===== config.mk =====
export PLATFORM = sky130hd
export DESIGN_NAME = ctrl_pipeline_stages_flat
export DESIGN_NICKNAME = d
export VERILOG_FILES = /design/src/rtl/ctrl_pipeline_stages_pkg.sv /design/src/rtl/ctrl_pipeline_stages_if.sv /design/src/rtl/ctrl_pipeline_stages_stage_reg.sv /design/src/rtl/ctrl_pipeline_stages.sv /design/src/flat_wrapper.sv
export SDC_FILE = /design/constraint.sdc
export NUM_CORES = 1
export LEC_CHECK = 0
export CAP_MARGIN = 20
export CORE_ASPECT_RATIO = 0.5
export CORE_UTILIZATION = 45
export CTS_CLUSTER_SIZE = 20
export DETAILED_ROUTE_END_ITERATION = 8
export GPL_TIMING_DRIVEN = 1
export PLACE_DENSITY_LB_ADDON = 0.05
export SLEW_MARGIN = 5
export SYNTH_ARGS = -nofsm -noshare
export SYNTH_HDL_FRONTEND = slang
export SYNTH_SLANG_ARGS = --single-unit

===== constraint.sdc =====
create_clock -name clk -period 2.1 [get_ports clk]
set_input_delay 0.42 -clock clk [delete_from_list [all_inputs] [get_ports clk]]
set_output_delay 0.42 -clock clk [all_outputs]
set_load 0.005 [all_outputs]

===== src/rtl/ctrl_pipeline_stages_pkg.sv =====
// Shared control-word bit map and write-destination encodings for the control
// unit and the pipeline-register block.
package ctrl_pkg;

  localparam int CW_W = 24;

  localparam int B_LOAD       = 0;
  localparam int B_MEMTOREG   = 1;
  localparam int B_LOEN       = 2;
  localparam int B_RFEN       = 3;
  localparam int B_HIEN       = 4;
  localparam int B_MEM_MUX    = 5;
  localparam int B_DM_SE      = 6;
  localparam int F_DM_SIZE_LO = 7;
  localparam int F_DM_SIZE_HI = 8;
  localparam int B_DM_EN      = 9;
  localparam int B_DM_RW      = 10;
  localparam int F_ALUOP_LO   = 11;
  localparam int F_ALUOP_HI   = 13;
  localparam int F_S0S2_LO    = 14;
  localparam int F_S0S2_HI    = 15;
  localparam int B_RS_MUX     = 16;
  localparam int B_BASE_MUX   = 17;
  localparam int F_WD_LO      = 18;
  localparam int F_WD_HI      = 19;
  localparam int B_CMUX       = 20;
  localparam int B_JAL_ADDER  = 21;
  localparam int B_JUMP       = 22;
  localparam int B_COND_MUX   = 23;

  typedef enum logic [1:0] {
    WD_NONE = 2'b00,
    WD_RT   = 2'b01,
    WD_R31  = 2'b10,
    WD_RD   = 2'b11
  } wd_e;

  function automatic logic [4:0] resolve_dest(input logic [1:0] wd,
                                              input logic [4:0] rt,
                                              input logic [4:0] rd);
    case (wd_e'(wd))
      WD_RT:   return rt;
      WD_R31:  return 5'd31;
      WD_RD:   return rd;
      default: return 5'd0;
    endcase
  endfunction

endpackage


===== src/rtl/ctrl_pipeline_stages_if.sv =====
// ID-stage inputs and per-stage control slices of the pipeline-register block.
interface ctrl_pipeline_stages_if #(
  parameter int CW_W  = ctrl_pkg::CW_W,
  parameter int CNT_W = 16
);
  logic [CW_W-1:0]  ctrl_id;
  logic [4:0]       rs_id;
  logic [4:0]       rt_id;
  logic [4:0]       rd_id;
  logic             flush;
  logic             hazard_stall;
  logic [6:0]       ex_ctrl;
  logic [4:0]       ex_dest;
  logic [5:0]       mem_ctrl;
  logic [4:0]       mem_dest;
  logic [4:0]       wb_ctrl;
  logic [4:0]       wb_dest;
  logic             ex_valid;
  logic             mem_valid;
  logic             wb_valid;
  logic [CNT_W-1:0] bubble_count;

  modport master (
    output ctrl_id, rs_id, rt_id, rd_id, flush,
    input  hazard_stall, ex_ctrl, ex_dest, mem_ctrl, mem_dest, wb_ctrl, wb_dest,
           ex_valid, mem_valid, wb_valid, bubble_count
  );

  modport slave (
    input  ctrl_id, rs_id, rt_id, rd_id, flush,
    output hazard_stall, ex_ctrl, ex_dest, mem_ctrl, mem_dest, wb_ctrl, wb_dest,
           ex_valid, mem_valid, wb_valid, bubble_count
  );
endinterface


===== src/rtl/ctrl_pipeline_stages_stage_reg.sv =====
// One pipeline register: synchronous reset plus a synchronous clear that
// loads a bubble (all zeros) instead of the incoming data.
module ctrl_stage_reg #(
  parameter int W = 8
) (
  input  logic         clk,
  input  logic         reset,
  input  logic         clear,
  input  logic [W-1:0] din,
  output logic [W-1:0] dout
);
  logic [W-1:0] data_d;
  logic [W-1:0] data_q;

  always_comb begin
    data_d = clear ? '0 : din;
  end

  always_ff @(posedge clk) begin
    if (reset) begin
      data_q <= '0;
    end else begin
      data_q <= data_d;
    end
  end

  assign dout = data_q;
endmodule


===== src/rtl/ctrl_pipeline_stages.sv =====
// ID/EX, EX/MEM and MEM/WB control registers with destination resolve,
// load-use hazard detection and a saturating bubble counter.
module ctrl_pipeline_stages #(
  parameter int CW_W  = ctrl_pkg::CW_W,
  parameter int CNT_W = 16
) (
  input  logic                  clk,
  input  logic                  reset,
  ctrl_pipeline_stages_if.slave bus
);
  import ctrl_pkg::*;

  // Each stage keeps only the bits consumed at or after it; every register
  // packs {control slice, dest[4:0], valid} with the slice starting at bit 6.
  localparam int SLICE_W  = F_S0S2_HI + 1;
  localparam int IDEX_W   = SLICE_W + 6;
  localparam int EXMEM_W  = B_DM_RW + 1 + 6;
  localparam int MEMWB_W  = B_HIEN + 1 + 6;

  logic [CW_W-1:0]    ctrl_in;
  logic [SLICE_W-1:0] slice_id;
  logic [4:0]         dest_id;
  logic [4:0]         ex_dest;
  logic               hazard;
  logic               stall;
  logic               idex_clear;
  logic [IDEX_W-1:0]  idex_din;
  logic [IDEX_W-1:0]  idex_q;
  logic [EXMEM_W-1:0] exmem_din;
  logic [EXMEM_W-1:0] exmem_q;
  logic [MEMWB_W-1:0] memwb_din;
  logic [MEMWB_W-1:0] memwb_q;
  logic [CNT_W-1:0]   bubble_count_d;
  logic [CNT_W-1:0]   bubble_count_q;

  assign ctrl_in = bus.ctrl_id;
  assign ex_dest = idex_q[5:1];

  always_comb begin
    dest_id  = resolve_dest(ctrl_in[F_WD_HI:F_WD_LO], bus.rt_id, bus.rd_id);
    slice_id = ctrl_in[SLICE_W-1:0];
    // Writes to r0 (or no destination at all) must never reach the register file.
    if (dest_id == 5'd0) begin
      slice_id[B_RFEN] = 1'b0;
    end

    hazard = idex_q[6+B_LOAD] && idex_q[6+B_RFEN] && (ex_dest != 5'd0) &&
             ((ex_dest == bus.rs_id) || (ex_dest == bus.rt_id));
    stall      = hazard && !bus.flush;
    idex_clear = bus.flush || stall;
    idex_din   = {slice_id, dest_id, (ctrl_in != '0)};
    exmem_din  = {idex_q[6 +: B_DM_RW+1], idex_q[5:0]};
    memwb_din  = {exmem_q[6 +: B_HIEN+1], exmem_q[5:0]};

    bubble_count_d = bubble_count_q;
    if (stall && (bubble_count_q != '1)) begin
      bubble_count_d = bubble_count_q + {{(CNT_W-1){1'b0}}, 1'b1};
    end
  end

  ctrl_stage_reg #(.W(IDEX_W)) u_idex (
    .clk(clk), .reset(reset), .clear(idex_clear), .din(idex_din), .dout(idex_q)
  );

  ctrl_stage_reg #(.W(EXMEM_W)) u_exmem (
    .clk(clk), .reset(reset), .clear(1'b0), .din(exmem_din), .dout(exmem_q)
  );

  ctrl_stage_reg #(.W(MEMWB_W)) u_memwb (
    .clk(clk), .reset(reset), .clear(1'b0), .din(memwb_din), .dout(memwb_q)
  );

  always_ff @(posedge clk) begin
    if (reset) begin
      bubble_count_q <= '0;
    end else begin
      bubble_count_q <= bubble_count_d;
    end
  end

  assign bus.hazard_stall = stall;
  assign bus.ex_ctrl      = {2'b00, idex_q[6+F_ALUOP_LO +: 5]};
  assign bus.ex_dest      = ex_dest;
  assign bus.ex_valid     = idex_q[0];
  assign bus.mem_ctrl     = exmem_q[6+B_MEM_MUX +: 6];
  assign bus.mem_dest     = exmem_q[5:1];
  assign bus.mem_valid    = exmem_q[0];
  assign bus.wb_ctrl      = memwb_q[6 +: 5];
  assign bus.wb_dest      = memwb_q[5:1];
  assign bus.wb_valid     = memwb_q[0];
  assign bus.bubble_count = bubble_count_q;
endmodule

===== src/flat_wrapper.sv =====
// flat-port wrapper written by rule: the top's interface ports become plain ports
module ctrl_pipeline_stages_flat import ctrl_pkg::*;
#(
  parameter int CW_W  = ctrl_pkg::CW_W,
  parameter int CNT_W = 16
)
  (clk, reset, bus_ctrl_id, bus_rs_id, bus_rt_id, bus_rd_id, bus_flush, bus_hazard_stall, bus_ex_ctrl, bus_ex_dest, bus_mem_ctrl, bus_mem_dest, bus_wb_ctrl, bus_wb_dest, bus_ex_valid, bus_mem_valid, bus_wb_valid, bus_bubble_count);
  ctrl_pipeline_stages_if #(.CW_W(CW_W), .CNT_W(CNT_W)) bus_i ();
  input  logic clk;
  input  logic reset;
  input wire logic [$bits(bus_i.ctrl_id)-1:0] bus_ctrl_id;
  input wire logic [$bits(bus_i.rs_id)-1:0] bus_rs_id;
  input wire logic [$bits(bus_i.rt_id)-1:0] bus_rt_id;
  input wire logic [$bits(bus_i.rd_id)-1:0] bus_rd_id;
  input wire logic [$bits(bus_i.flush)-1:0] bus_flush;
  output wire logic [$bits(bus_i.hazard_stall)-1:0] bus_hazard_stall;
  output wire logic [$bits(bus_i.ex_ctrl)-1:0] bus_ex_ctrl;
  output wire logic [$bits(bus_i.ex_dest)-1:0] bus_ex_dest;
  output wire logic [$bits(bus_i.mem_ctrl)-1:0] bus_mem_ctrl;
  output wire logic [$bits(bus_i.mem_dest)-1:0] bus_mem_dest;
  output wire logic [$bits(bus_i.wb_ctrl)-1:0] bus_wb_ctrl;
  output wire logic [$bits(bus_i.wb_dest)-1:0] bus_wb_dest;
  output wire logic [$bits(bus_i.ex_valid)-1:0] bus_ex_valid;
  output wire logic [$bits(bus_i.mem_valid)-1:0] bus_mem_valid;
  output wire logic [$bits(bus_i.wb_valid)-1:0] bus_wb_valid;
  output wire logic [$bits(bus_i.bubble_count)-1:0] bus_bubble_count;
  assign bus_i.ctrl_id = bus_ctrl_id;
  assign bus_i.rs_id = bus_rs_id;
  assign bus_i.rt_id = bus_rt_id;
  assign bus_i.rd_id = bus_rd_id;
  assign bus_i.flush = bus_flush;
  assign bus_hazard_stall = bus_i.hazard_stall;
  assign bus_ex_ctrl = bus_i.ex_ctrl;
  assign bus_ex_dest = bus_i.ex_dest;
  assign bus_mem_ctrl = bus_i.mem_ctrl;
  assign bus_mem_dest = bus_i.mem_dest;
  assign bus_wb_ctrl = bus_i.wb_ctrl;
  assign bus_wb_dest = bus_i.wb_dest;
  assign bus_ex_valid = bus_i.ex_valid;
  assign bus_mem_valid = bus_i.mem_valid;
  assign bus_wb_valid = bus_i.wb_valid;
  assign bus_bubble_count = bus_i.bubble_count;
  ctrl_pipeline_stages #(.CW_W(CW_W), .CNT_W(CNT_W)) u_core (.clk(clk), .reset(reset), .bus(bus_i));
endmodule

Word level (Yosys, flattened, before mapping)
Index checks and enable logic that the tools add are counted.
{"block": "totals", "reg_bits": 66, "word_cells": 26, "output_inout_bits": 53}
{"block": "classes", "reduce_logical": 13, "eq_ne": 6, "n_mux": 1, "addsub": 1}
{"cell": "$reduce_bool 24->1", "count": 1}
{"cell": "$add 16x1->16 const B", "count": 1}
{"cell": "$ne 16x16->1 const B", "count": 1}
{"cell": "$pmux 5 s3", "count": 1}
{"cell": "$eq 5x5->1", "count": 2}
{"cell": "$logic_and 1x1->1", "count": 5}
{"cell": "$logic_not 5->1", "count": 1}
{"cell": "$reduce_bool 5->1", "count": 1}
{"cell": "$eq 2x2->1 const B", "count": 2}
{"cell": "$reduce_or 3->1", "count": 1}
{"cell": "$eq 2x1->1 const B", "count": 1}
{"cell": "$logic_or 1x1->1", "count": 2}
{"cell": "$reduce_or 2->1", "count": 1}
{"cell": "$logic_not 1->1", "count": 1}

Depth between registers and ports, before layout
{"block": "logic_depth", "word_depth": 6, "ltp_mapped": 6, "depth_no_buf": 5}

Modules after synthesis
A second synthesis with hierarchy kept.
{"block": "unflattened", "hier_cells": 257, "hier_area_um2": 2821.5}
{"module": "ctrl_pipeline_stages", "area_per_inst_um2": 1123.6, "cells_per_inst": 147, "n_inst": 1}
{"module": "ctrl_stage_reg at u_core.u_idex", "area_per_inst_um2": 750.7, "cells_per_inst": 48, "n_inst": 1}
{"module": "ctrl_stage_reg at u_core.u_exmem", "area_per_inst_um2": 571.8, "cells_per_inst": 38, "n_inst": 1}
{"module": "ctrl_stage_reg at u_core.u_memwb", "area_per_inst_um2": 375.4, "cells_per_inst": 24, "n_inst": 1}

Worst setup path after synthesis
OpenSTA, ideal clock, no wires.
{"block": "synth_path", "path_type": "flip-flop to flip-flop", "start": "reg u_core.bubble_count_q[6] (netlist: u_core.bus.bubble_count[6])", "end": "reg u_core.bubble_count_q[14] (netlist: u_core.bus.bubble_count[14])", "setup_time_ns": 0.121, "path_stages_with_launch": 6, "synth_period_minus_slack_ns": 1.865, "arrival_ns": 1.744, "required_ns": 1.979, "setup_slack_ns": 0.235, "path_cell_list": "dfxtp_1 > and4_1 > nand2_1 > or4_4 > nor3_1 > mux2_2"}
{"block": "synth_between", "elab_chain_cells": 2, "word_cells_on_any_way": 3}
{"element": "start: declaration", "line": "ctrl_pipeline_stages.sv:34", "text": "logic [CNT_W-1:0] bubble_count_q;"}
{"element": "start signal: assignment", "line": "ctrl_pipeline_stages.sv:77", "text": "bubble_count_q <= bubble_count_d;"}
{"element": "branches (longest 2 deep; another with $add 16x1->16)"}
Several ways; the timed one is not identified.
A chain may end at the register's enable or synchronous reset.

Worst setup path in the final report
{"block": "layout_path", "start": "reg u_core.u_idex.data_q[4] (netlist: u_core.u_idex.dout[4])", "end": "reg u_core.bubble_count_q[1] (netlist: u_core.bus.bubble_count[1])"}
{"block": "layout_between", "elab_chain_cells": 5, "word_cells_on_any_way": 8}
{"element": "start: declaration", "line": "ctrl_pipeline_stages_stage_reg.sv:13", "text": "logic [W-1:0] data_q;"}
{"element": "start signal: assignment", "line": "ctrl_pipeline_stages_stage_reg.sv:23", "text": "data_q <= data_d;"}
{"element": "$eq 5x5->1 / $reduce_bool 5->1 (equally long branches)", "line": "ctrl_pipeline_stages.sv:48, ctrl_pipeline_stages.sv:47"}
{"element": "$logic_or 1x1->1 / $logic_and 1x1->1 (equally long branches)", "line": "ctrl_pipeline_stages.sv:48, ctrl_pipeline_stages.sv:47"}
{"element": "$logic_and 1x1->1 (*)", "line": "ctrl_pipeline_stages.sv:47", "text": "hazard = idex_q[6+B_LOAD] && idex_q[6+B_RFEN] && (ex_dest != 5'd0) &&"}
{"element": "$logic_and 1x1->1 (*)", "line": "ctrl_pipeline_stages.sv:49", "text": "stall = hazard && !bus.flush;"}
{"element": "$logic_and 1x1->1 (*)", "line": "ctrl_pipeline_stages.sv:56", "text": "if (stall && (bubble_count_q != '1)) begin"}
Mark *: on every way between the ends. The rest lies on a longest branch, timed or not.

==> results by group <==
Place
  – Placed instance count: 439
  – Input/output buffers: 92
  – Routability Congestion: 0.886
  – Hpwl dp: 4.32 mm

GRT
  – Antenna violations before repair: 0
  – Vias in the first global route: 2202
  – Gr usage total: 19.7%
  – First-pass GRT wire length: 9.98 mm
  – Global route overflow: 0
  – Largest net degree at the start of global routing: 29

Synthesis
  – Sequential share of the synthesized area: 47.5%
  – Syn Area/Cell: 9.70 sq um
  – Cells after synthesis: 287
  – Top-area cell type share of the netlist area: 47.5%
  – Warnings, synthesis: 0
  – Synth Register Bits: 66
  – Synth area leader: dfxtp_1
  – Library cells used by synthesis: 45
  – Post-Synthesis Cell Area: 2780 sq um
  – Top post-synthesis cells by area: dfxtp_1 47%, nor2b_1 8.3%, buf_4 6.2%, mux2_2 3.6%, and2_1 3.4%

Layout
  – Commonest non-fill, non-tap cells in the layout: 90 x clkdlybuf4s50_1, 62 x dfxtp_1, 37 x nor2b_1, 22 x buf_4, 21 x nor2_1
  – ANT cells: 0
  – Fillcell total: 447
  – Final std cells w/o fill: 456
  – Layout area overhead: 46.6%
  – Most common cell after layout, fill and taps aside: clkdlybuf4s50_1
  – Share of layout cells above drive strength 1: 19.3%
  – NumNets Final: 421

Floorplan
  – Core footprint: 5710 sq um
  – # IOs: 95
  – Row Count: 19
  – Die area: 6520 sq um
  – Die X: 113 um
  – Initial core utilization: 48.8%
  – Die height: 57.6 um

Clock tree
  – Reg clk slew, reported paths: 0.06 ns
  – Worst-Skew Late Latency: 0.32 ns
  – Htree depth: 3
  – Clock Path Buffers: 2
  – CTS tree: done
  – Sink Count: 66
  – Cts bufs inserted: 9
  – CTS Root Cell: clkbuf_16
  – # hold bufs at CTS: 0

Routing
  – Initial DRC Count: 59
  – Remaining routing DRC violations: 0
  – Vias post-DR: 2319
  – DR vias/cell: 5.09
  – Pre-antenna DRT Iters: 4
  – Routed length per instance: 13.2 um
  – Total routed wirelength: 6.00 mm
  – Routed Antenna Nets: 0

Pwr
  – Leakage dissipation: 1.55 nW
  – Pwr/cell area: 710 nW/um^2
  – Max VDD drop: 0.000630 V

Worst setup path
  – Crit path buf inv count: 3
  – Worst-path maximum fanout: 6
  – Crit path kind: reg2reg
  – Worst EP required: 2.31 ns
  – CP most frequent cell: buf_4
  – Setup crit start kind: flop
  – Slowest-stage cell, CP: or4_4
  – CP endpoint kind: flop
  – Crit path max-delay family: simple AND/OR/NAND/NOR gates
  – Worst path arrival time: 2.26 ns
  – Critical path cell sequence: or4_4 > buf_4 > o211a_4 > o31ai_4 > buf_6 > nor3_2 > buf_4 > a31o_2
  – Max incr delay on CP: 0.55 ns

STA
  – Fin crit period: 2.05 ns
  – Final hold vios: 0
  – # setup viols final: 0
  – RSZ-0062 raised after global routing: yes
  – Final Max Slew Viols: 0
  – Worst hold slack: 0.432 ns
  – Period utilization: 97.7%
  – Final Skew: 0.00382 ns
  – Fmax: 0.488 GHz

Status
  – Status: finished clean

Min path
  – Worst hold path class: reg2reg

Job
  – Max-cap viol count: 0
## report_power, final
part / switching (mW) / total [mW] / internal [mW]
clock: 0.534 / 1.33 / 0.799
combinational: 0.105 / 0.261 / 0.156
sequential: 0.0172 / 1.30 / 1.28
total: 0.656 / 2.90 / 2.24
## stage by stage
| step | setup WS, ns | power [mW] | instance area (sq um) | setup TNS, ns | util, % |
|---|---|---|---|---|---|
| global placement | -0.434 | 1.57 | 3730 | -8.21 | 65.4 |
| CTS | 0.0112 | 2.92 | 4020 | 0 | 70.5 |
| detailed placement | -0.451 | 1.58 | 3730 | -9.12 | 65.4 |
| global route | -0.0143 | 3.02 | 4080 | -0.0196 | 71.5 |
| floorplan | 0.235 | 1.44 | 2790 | 0 | - |
| finish | 0.0488 | 2.90 | 4080 | 0 | 71.5 |
## cells by family after synthesis
logic type	Yosys count	synth area share [%]
other cells	1	0.135
compound gates	27	8.05
fa+ha+maj	1	0.450
flops	66	47.5
simple gates	136	28.8
xor+xnor	10	3.15
buf+inv	37	8.27
mux	9	3.64
## cell type report
class                           instances  area, sq um  share of cell area, %
Sequential cell                        66         1330                   32.6
Multi-Input combinational cell        185         1300                   31.8
Timing Repair Buffer                  115         1090                   26.6
Clock buffer                           10          229                   5.61
Tap cell                               73         91.3                   2.24
Clock inverter                          6         42.5                   1.04
Inverter                                1         3.75                 0.0920
## layer usage
metal	global-route usage, %	up-vias	part of all wire [%]
met2	34.4	76	48
met1	22.4	1082	45
met3	8.71	2	7.4
li1	-	1159	-
met4	5.08	0	0.20
met5	0	-	0
## flip-flops by register name (all words and copies together), names as in the netlist
signal,count
u_core.u_exmem.dout,17
u_core.u_memwb.dout,11
u_core.u_idex.dout,22
u_core.bus.bubble_count,16
## synth_stat cells, drive strengths merged
cell    number
a31o         2
or4bb        1
nor4        13
nor2b       37
nand3b       1
inv          1
o211a        1
o311a        2
nand4b       1
buf         26
clkbuf      10
o211ai       1
a22oi        1
nor3        10
a31oi        1
or4          5
and2        15
conb         1
or4b         2
o311ai       1
ha           1
nand2        9
o21a         1
nand2b       2
nand4        4
xor2        10
nand3        5
dfxtp       66
o31ai        3
nor2        21
or2          1
o221a        1
and4         4
and3         4
a21oi        7
or3          1
o21ai        4
o41ai        2
mux2         9
## worst paths after layout
| path | startpoint | to | slack [ns] | cells after the start |
|---|---|---|---|---|
| worst max register to register | u_core.u_idex.dout[4] | u_core.bus.bubble_count[1] | 0.05 | 8 |
| worst min-delay path | u_core.u_idex.dout[7] | u_core.u_exmem.dout[7] | 0.43 | 1 |
| worst max-delay path | u_core.u_idex.dout[4] | u_core.bus.bubble_count[1] | 0.05 | 8 |
| worst min register to register | u_core.u_idex.dout[7] | u_core.u_exmem.dout[7] | 0.43 | 1 |
## repair_timing
action                                  4_1_cts  5_1_grt
pin swaps                                     4        2
endpoints found under the setup margin        7       27
gates resized for setup                      10       11
buffers inserted                              1        0
gates cloned                                  0        0
(Power assumes the default switching activity.)
==> RTL change, RTL diff (config.mk and constraints unchanged) <==
`CNT_W` is set to 16 in 3 places; all go to 32.
--- a/src/rtl/ctrl_pipeline_stages_if.sv
+++ b/src/rtl/ctrl_pipeline_stages_if.sv
@@ -1,7 +1,7 @@
 // ID-stage inputs and per-stage control slices of the pipeline-register block.
 interface ctrl_pipeline_stages_if #(
   parameter int CW_W  = ctrl_pkg::CW_W,
-  parameter int CNT_W = 16
+  parameter int CNT_W = 32
 );
   logic [CW_W-1:0]  ctrl_id;
   logic [4:0]       rs_id;
--- a/src/rtl/ctrl_pipeline_stages.sv
+++ b/src/rtl/ctrl_pipeline_stages.sv
@@ -2,7 +2,7 @@
 // load-use hazard detection and a saturating bubble counter.
 module ctrl_pipeline_stages #(
   parameter int CW_W  = ctrl_pkg::CW_W,
-  parameter int CNT_W = 16
+  parameter int CNT_W = 32
 ) (
   input  logic                  clk,
   input  logic                  reset,
--- a/src/flat_wrapper.sv
+++ b/src/flat_wrapper.sv
@@ -2,7 +2,7 @@
 module ctrl_pipeline_stages_flat import ctrl_pkg::*;
 #(
   parameter int CW_W  = ctrl_pkg::CW_W,
-  parameter int CNT_W = 16
+  parameter int CNT_W = 32
 )
   (clk, reset, bus_ctrl_id, bus_rs_id, bus_rt_id, bus_rd_id, bus_flush, bus_hazard_stall, bus_ex_ctrl, bus_ex_dest, bus_mem_ctrl, bus_mem_dest, bus_wb_ctrl, bus_wb_dest, bus_ex_valid, bus_mem_valid, bus_wb_valid, bus_bubble_count);
   ctrl_pipeline_stages_if #(.CW_W(CW_W), .CNT_W(CNT_W)) bus_i ();
Interface: changed (resized bus_bubble_count); port bits go from 95 to 111. No check against the original RTL was run, so the function may have changed too.
==> RTL change against the unedited design <==
The flow now finishes with violations (negative setup slack); area after synthesis is 25% higher; sequential cell count grew 16; wire length increased by 43%; count of clock-buffer cells in the layout decreased by 1; sequential power up 23%; power increased by 20%; cell area rose by 30%; setup slack lost 0.10 ns; critical path type is now flip-flop to output pin; highest routed layer unchanged.
==> RTL change: results (changes against the unedited design) <==
status: "finished with violations"  # was complete, no violations
p_comb_share_pct: 7.6  # was 9.0%
grtUsageTotal_pct: 21.14  # was 19.71%
crit_end: "bus_hazard_stall"  # was u_core.bus.bubble_count[1]$_SDFFE_PP0P_
violations: "negative setup slack"
arrival_ns: 1.73  # was 2.26 ns
grt_pass1_wl_um: 13380  # was 9977 um
cpPeakStageDelay_ns: 0.37  # was 0.55 ns
dpl-instance-area_mm2: 0.004725  # was 0.003732 mm^2
finalNonFillerCells: 602  # was 456
finClkSkew_ns: 0.005853  # was 0.003819 ns
whs_ns: 0.4341  # was 0.4317 ns
grt_max_degree: 50  # was 29
yosys-top-cells-count: "dfxtp_1 (82), nor2b_1 (35), a21oi_1 (25), buf_4 (23), nor2_1 (21)"  # was dfxtp_1 (66), nor2b_1 (37), buf_4 (23), nor2_1 (21), and2_1 (15)
synth_mux_area_share_pct: 0.7197  # was 3.642%
reg2reg_setup_slack_ns: 0.02  # was 0.05 ns
synth_adder_area_share_pct: 0.3598  # was 0.4496%
cp_max_fo: 2  # was 6
tns_ns: -0.05308  # was 0 ns
min-delay-start: "u_core.u_exmem.dout[6]$_SDFF_PP0_"  # was u_core.u_idex.dout[7]$_SDFF_PP0_
portBuffers: 108  # was 92
drive_gt1_share_pct: 18.38  # was 19.32%
crit_start: "u_core.u_idex.dout[2]$_SDFF_PP0_"  # was u_core.u_idex.dout[4]$_SDFF_PP0_
synth_compound_area_share_pct: 10.04  # was 8.049%
numCtsBuffers: 9  # unchanged
p_sw_mw: 0.7780  # was 0.6562 mW
avgSynthCellArea_um2: 9.248  # was 9.696 um^2
p_leak_nw: 1.964  # was 1.553 nW
p_seq_share_pct: 46.0  # was 44.9%
powerDensity_mw_per_mm2: 656.7  # was 709.7 mW/mm^2
pre_cts_ws_ns: -0.4159  # was -0.4510 ns
multi_input_area_mm2: 0.001687  # was 0.001297 mm^2
r2r_cells: 9  # was 8
ys_seq_area_share_pct: 47.21  # was 47.48%
min_to: "u_core.u_memwb.dout[6]$_SDFF_PP0_"  # was u_core.u_exmem.dout[7]$_SDFF_PP0_
ir_drop_v: 0.0004939  # was 0.0006301 V
place.gp.congestion: 0.7982  # was 0.8859
via_per_inst: 5.262  # was 5.086
yosys-top-cells-area: "dfxtp_1 (47%), nor2b_1 (6.3%), buf_4 (5.0%)"  # was dfxtp_1 (47%), nor2b_1 (8.3%), buf_4 (6.2%)
setup_viol: 1  # was 0
largest_register_ffs: 32  # was 22
wl_per_cell_um: 14.24  # was 13.16 um
synthXorXnorAreaFrac_pct: 4.534  # was 3.147%
fill_cells: 547  # was 447
hpwl_um: 5906  # was 4318 um
setup_ws_ns: -0.05308  # was 0.04882 ns
final_nets: 544  # was 421
drtIter0Drc: 203  # was 59
-- RTL change: area by class of cell --
type	instances	area share (%)
inverters	4	0.2840
flip-flops and latches	82	31.12
well taps	96	2.272
repair buffers	152	28.57
clock buffers	9	4.260
clock inverters	7	1.586
multi-input cells	252	31.91
-- RTL change: kinds of logic after synthesis --
| logic type | Yosys count |
|---|---|
| AO/OA/AOI/OAI | 57 |
| AND/OR/NAND/NOR | 172 |
| buffers and inverters | 43 |
| multiplexers | 2 |
| XOR/XNOR | 18 |
| adder cells (fa/ha/maj) | 1 |
| other | 1 |
| flip-flops | 82 |
-- RTL change: layer usage --
layer | vias to the layer above | global-route usage [%] | wire length (um)
met1 | 1496 | 25.12 | 3804
met4 | 0 | 7.229 | 105
met3 | 11 | 7.370 | 524
met2 | 107 | 35.84 | 4135
li1 | 1554 | - | -
met5 | - | 0 | 0
